`config.mk`:
```
export PLATFORM = sky130hd
export DESIGN_NAME = maxnet_driver_flat
export DESIGN_NICKNAME = d
export VERILOG_FILES = /design/src/rtl/maxnet_pkg.sv /design/src/rtl/maxnet_driver_if.sv /design/src/rtl/maxnet_operand_reg.sv /design/src/rtl/maxnet_driver.sv /design/src/flat_wrapper.sv
export SDC_FILE = /design/constraint.sdc
export NUM_CORES = 1
export LEC_CHECK = 0
export BUFFER_PORTS_ARGS = -buffer_cell sky130_fd_sc_hd__buf_2
export CORE_UTILIZATION = 35
export CTS_BUF_LIST = sky130_fd_sc_hd__clkbuf_2 sky130_fd_sc_hd__clkbuf_4 sky130_fd_sc_hd__clkbuf_8
export CTS_CLUSTER_DIAMETER = 120
export DETAILED_ROUTE_END_ITERATION = 10
export GPL_TIMING_DRIVEN = 0
export PLACE_DENSITY = 0.59
export SLEW_MARGIN = 15
export SYNTH_ARGS = -nofsm -noshare
export SYNTH_HDL_FRONTEND = slang
export SYNTH_SLANG_ARGS = --single-unit
```
`constraint.sdc`:
```
create_clock -name clk -period 2 [get_ports clk]
set_input_delay 0.1 -clock clk [delete_from_list [all_inputs] [get_ports clk]]
set_output_delay 0.1 -clock clk [all_outputs]
set_load 0.01 [all_outputs]
```
`src/rtl/maxnet_pkg.sv`:
```
// Shared definitions for the Maxnet initiator: operand width, default done
// timeout and the driver's state encoding.
package maxnet_pkg;

   localparam int W           = 5;
   localparam int TIMEOUT_DEF = 255;

   typedef enum logic [1:0] {
      COLLECT = 2'd0,
      FIRE    = 2'd1,
      WAIT    = 2'd2,
      OUTPUT  = 2'd3
   } state_t;

endpackage

```
`src/rtl/maxnet_driver_if.sv`:
```
// Sample-in / result-out stream bundle. The master side feeds samples and
// drains results; the slave side is the driver.
interface maxnet_driver_if;
   import maxnet_pkg::*;

   logic         in_valid;
   logic         in_ready;
   logic [W-1:0] in_data;
   logic         out_valid;
   logic         out_ready;
   logic [W-1:0] out_data;
   logic         out_err;

   modport master (
      output in_valid, in_data, out_ready,
      input  in_ready, out_valid, out_data, out_err
   );

   modport slave (
      input  in_valid, in_data, out_ready,
      output in_ready, out_valid, out_data, out_err
   );

endinterface

```
`src/rtl/maxnet_operand_reg.sv`:
```
// Four-entry operand store feeding mn_X1..mn_X4; written one sample at a time.
module maxnet_operand_reg
   import maxnet_pkg::*;
(
   input  logic         clk,
   input  logic         rst,
   input  logic         we,
   input  logic [1:0]   widx,
   input  logic [W-1:0] wdata,
   output logic [W-1:0] x1,
   output logic [W-1:0] x2,
   output logic [W-1:0] x3,
   output logic [W-1:0] x4
);

   logic [W-1:0] mem [4];

   // NOTE: this tiny file is reset because the operands must read 0 right
   // after reset; larger RAM-style arrays are normally left unreset.
   // NOTE: sequential state uses <= so every register updates from pre-edge values.
   always_ff @(posedge clk or posedge rst) begin
      if (rst) begin
         for (int i = 0; i < 4; i++) mem[i] <= '0;
      end else if (we) begin
         mem[widx] <= wdata;
      end
   end

   assign x1 = mem[0];
   assign x2 = mem[1];
   assign x3 = mem[2];
   assign x4 = mem[3];

endmodule

```
`src/rtl/maxnet_driver.sv`:
```
// Packs four serial samples into the Maxnet operands, starts the core, waits
// (bounded) for done and hands the winner downstream on a valid/ready port.
module maxnet_driver
   import maxnet_pkg::*;
#(
   parameter int TIMEOUT = TIMEOUT_DEF
) (
   input  logic              clk,
   input  logic              rst,
   maxnet_driver_if.slave    stream,
   output logic              mn_start,
   output logic [W-1:0]      mn_X1,
   output logic [W-1:0]      mn_X2,
   output logic [W-1:0]      mn_X3,
   output logic [W-1:0]      mn_X4,
   input  logic              mn_done,
   input  logic [W-1:0]      mn_result,
   output logic              busy
);

   localparam int TW = $clog2(TIMEOUT + 1);

   state_t        state, state_nxt;
   logic [1:0]    count, count_nxt;
   logic [TW-1:0] timer, timer_nxt;
   logic [W-1:0]  data_q, data_nxt;
   logic          err_q, err_nxt;
   logic          we;

   maxnet_operand_reg u_operands (
      .clk   (clk),
      .rst   (rst),
      .we    (we),
      .widx  (count),
      .wdata (stream.in_data),
      .x1    (mn_X1),
      .x2    (mn_X2),
      .x3    (mn_X3),
      .x4    (mn_X4)
   );

   always_ff @(posedge clk or posedge rst) begin
      if (rst) begin
         state  <= COLLECT;
         count  <= '0;
         timer  <= '0;
         data_q <= '0;
         err_q  <= 1'b0;
      end else begin
         state  <= state_nxt;
         count  <= count_nxt;
         timer  <= timer_nxt;
         data_q <= data_nxt;
         err_q  <= err_nxt;
      end
   end

   // NOTE: every output of this block gets a default first so no path infers a latch.
   always_comb begin
      state_nxt        = state;
      count_nxt        = count;
      timer_nxt        = timer;
      data_nxt         = data_q;
      err_nxt          = err_q;
      we               = 1'b0;
      mn_start         = 1'b0;
      stream.in_ready  = 1'b0;
      stream.out_valid = 1'b0;

      case (state)
         COLLECT: begin
            stream.in_ready = 1'b1;
            if (stream.in_valid) begin
               we        = 1'b1;
               count_nxt = count + 2'd1;  // wraps to 0 after the fourth sample
               if (count == 2'd3) state_nxt = FIRE;
            end
         end
         FIRE: begin
            mn_start  = 1'b1;
            timer_nxt = '0;
            state_nxt = WAIT;
         end
         WAIT: begin
            // Done takes priority over a timeout landing in the same cycle.
            if (mn_done) begin
               data_nxt  = mn_result;
               err_nxt   = 1'b0;
               state_nxt = OUTPUT;
            end else if (timer == TW'(TIMEOUT - 1)) begin
               data_nxt  = '0;
               err_nxt   = 1'b1;
               state_nxt = OUTPUT;
            end else begin
               timer_nxt = timer + TW'(1);
            end
         end
         OUTPUT: begin
            stream.out_valid = 1'b1;
            if (stream.out_ready) state_nxt = COLLECT;
         end
         default: state_nxt = COLLECT;
      endcase
   end

   assign stream.out_data = data_q;
   assign stream.out_err  = err_q;
   assign busy            = !(state == COLLECT && count == 2'd0);

endmodule

```
`src/flat_wrapper.sv`:
```
// flat-port wrapper written by rule: the top's interface ports become plain ports
module maxnet_driver_flat import maxnet_pkg::*;
#(
   parameter int TIMEOUT = TIMEOUT_DEF
)
  (clk, rst, mn_start, mn_X1, mn_X2, mn_X3, mn_X4, mn_done, mn_result, busy, stream_in_valid, stream_in_data, stream_out_ready, stream_in_ready, stream_out_valid, stream_out_data, stream_out_err);
  maxnet_driver_if stream_i ();
  input  logic clk;
  input  logic rst;
  output logic mn_start;
  output logic [W-1:0] mn_X1;
  output logic [W-1:0] mn_X2;
  output logic [W-1:0] mn_X3;
  output logic [W-1:0] mn_X4;
  input  logic mn_done;
  input  logic [W-1:0] mn_result;
  output logic busy;
  input wire logic [$bits(stream_i.in_valid)-1:0] stream_in_valid;
  input wire logic [$bits(stream_i.in_data)-1:0] stream_in_data;
  input wire logic [$bits(stream_i.out_ready)-1:0] stream_out_ready;
  output wire logic [$bits(stream_i.in_ready)-1:0] stream_in_ready;
  output wire logic [$bits(stream_i.out_valid)-1:0] stream_out_valid;
  output wire logic [$bits(stream_i.out_data)-1:0] stream_out_data;
  output wire logic [$bits(stream_i.out_err)-1:0] stream_out_err;
  assign stream_i.in_valid = stream_in_valid;
  assign stream_i.in_data = stream_in_data;
  assign stream_i.out_ready = stream_out_ready;
  assign stream_in_ready = stream_i.in_ready;
  assign stream_out_valid = stream_i.out_valid;
  assign stream_out_data = stream_i.out_data;
  assign stream_out_err = stream_i.out_err;
  maxnet_driver #(.TIMEOUT(TIMEOUT)) u_core (.clk(clk), .rst(rst), .stream(stream_i), .mn_start(mn_start), .mn_X1(mn_X1), .mn_X2(mn_X2), .mn_X3(mn_X3), .mn_X4(mn_X4), .mn_done(mn_done), .mn_result(mn_result), .busy(busy));
endmodule
```
==> flow_summary.ini <==
[floorplanning]
fp.dieH_microns = 73.3
rows = 25
fp.dieArea_sq_um = 5370
fp.dieW_microns = 73.3
num_io_pins = 45
start_util = 0.369
core_area_sq_um = 4820

[grt]
use_met2 = 0.274
grtUsageTotal = 0.160
gr-usage-met1 = 0.196
grt_pass1_vias = 1375
use_met3 = 0.0439
overflow = 0
grt_pass1_wl_microns = 6490
grt_antenna_before_repair = 0
grt-busiest-layer = met2
grt_max_degree = 39

[clock_network]
cts_buffers = 5
cts_buffer_depth = 2
clockRootBuffer = clkbuf_8
clock_latency_ns = 0.28
cts_max_level = 2
cts.sinks = 38
cts_tree = built
clk_pin_slew_ns = 0.07

[synthesis]
seq_area_frac_synth = 0.535
synth_edf_count = 0
synth_cells = 140
synth-seq-cells = 38
syn_area_sq_um = 1780
syn_nets = 165
synth_cell_types = 36
ys.flop_type = dfrtp_1
async_reset_ff_frac = 1.00
yosysWarnings = 0
syn_area_per_cell_sq_um = 12.7

[worst_setup_path]
cp-end-kind = flop
critPathLaunch = u_core.state[0]
path_class = reg -> reg
worstPathArrival_ns = 1.95
r2r-start = u_core.state[0]
startpoint_type = flop
reg2reg_slack_ns = 0.21
cp_max_fo = 8
crit_required_ns = 2.16

[detailed_routing]
wire_per_inst_microns = 14.7
via_per_inst = 4.89
routed_wl_microns = 3820
dr.pass1.iters = 4
vias = 1272
drc = 0
ant_nets = 0
drt_iter0_drc = 68

[cells_and_area]
design_area_sq_um = 2230
utilization = 0.464
n_antenna_cell = 0
drive_above_1_share = 0.430
final_common_cell = buf_2
fin_nets = 217
layout.cells.most_common_list = buf_2 (44), dfrtp_1 (38), mux2_2 (22)
area_growth_pct = 25.7

[sta]
fmax_ghz = 0.559
setup_viol = 0
layout_min_cycle_time_ns = 1.79
rsz0062_at_grt = no
slew_headroom = 0.474
fin_skew_ns = 0.00778
slew_viol_final = 0
fin_setup_tns_ns = 0
finalCritPeriodShare = 0.895
setup_slack_ns = 0.210
finalHoldViolations = 0
tightestPinTransition_ns = 0.788

[outcome]
status = finished clean

[run]
cap_viol_max_count = 0

[place]
gp_congestion = 0.751
io_buffer_count = 44
dp.final_hpwl_microns = 2840
dpl_worst_slack_ns = 0.218
post_dp_cell_area_sq_um = 2080

[power_and_ir_drop]
p_leak_nw = 1.10
ir_drop_v = 0.000766
power_w = 0.00337
power_density_nw_per_um2 = 1510

[worst_hold_path]
min_path_type = in -> reg
hold_start = mn_result[4]
synth_stat cells, drive strengths merged, types with 3 or more instances:
library cell	number	area share
nand2	9	0.020
mux2	23	0.15
ha	10	0.070
dfrtp	38	0.53
a22o	5	0.025
o21ai	6	0.023
a21oi	3	0.0084
inv	8	0.017
nand3	9	0.025
per-stage QoR:
step           hold WS (ns)  cells
2_1_floorplan         0.240    140
3_3_place_gp          0.324    251
3_5_place_dp          0.298    251
4_1_cts              0.0344    260
5_1_grt              0.0400    260
6_report             0.0447    260
cell families (layout without fill, tap and decap cells):
| kind of cell | Yosys count | count (layout) | share of synthesized area |
|---|---|---|---|
| xor+xnor | 2 | 2 | 0.00985 |
| flops | 38 | 38 | 0.535 |
| buf+inv | 11 | 64 | 0.0232 |
| simple gates | 31 | 31 | 0.0971 |
| fa+ha+maj | 10 | 10 | 0.0704 |
| compound gates | 24 | 24 | 0.111 |
| mux | 24 | 24 | 0.153 |
cell type report:
cell class	count	area (sq um)
fillers	466	2580
plain buffers	3	11.3
inverters	8	30.0
flip-flops and latches	38	951
well taps	67	83.8
clock inverters	2	60.1
repair buffers	45	230
multi-input cells	91	786
clock buffers	6	82.6
registers in the layout, summed over array words and instances (netlist names):
register	cells
u_core.timer	8
u_core.stream.out_data	5
u_core.u_operands.x1	5
u_core.u_operands.x2	5
u_core.u_operands.x3	5
u_core.u_operands.x4	5
u_core.count	2
u_core.state	2
u_core.stream.out_err	1
worst max-delay path, stage by stage (launching register included):
cell and delay, ns:
dfrtp_1 0.40, inv_1 0.10, ha_1 0.17, clkbuf_1 0.27, nand3_1 0.35, mux2_2 0.38
report_power, final:
group / leakage (nW) / internal (W) / switching, W / total [W]
Sequential: 0.476 / 0.00109 / 0.000205 / 0.00129
Combinational: 0.554 / 0.000626 / 0.000665 / 0.00129
Clock: 0.0714 / 0.000532 / 0.000256 / 0.000788
Total: 1.10 / 0.00224 / 0.00113 / 0.00337
metal layers:
metal | vias to the layer above | part of all wire
met3 | 2 | 0.054
li1 | 605 | -
met2 | 31 | 0.51
met4 | 0 | 0.0063
met1 | 634 | 0.43
met5 | - | 0
path summary, 6_finish.rpt:
check | endpoint | depth (start not counted)
setup / recovery | u_core.u_operands.x2[1] | 5
hold / removal | u_core.stream.out_data[4] | 2
setup reg to reg | u_core.u_operands.x2[1] | 5
hold reg to reg | u_core.stream.out_data[2] | 1
max in group asynchronous | u_core.u_operands.x3[2] | 3
min in group asynchronous | u_core.u_operands.x3[1] | 3
what timing repair did:
| item | 4_1_cts | 5_1_grt |
|---|---|---|
| gates resized for setup | 0 | 0 |
| setup buffers | 0 | 0 |
| hold buffers | 1 | 0 |
| endpoints found under the hold margin | 38 | 0 |
Note: power is estimated with default switching activity, not from simulation.
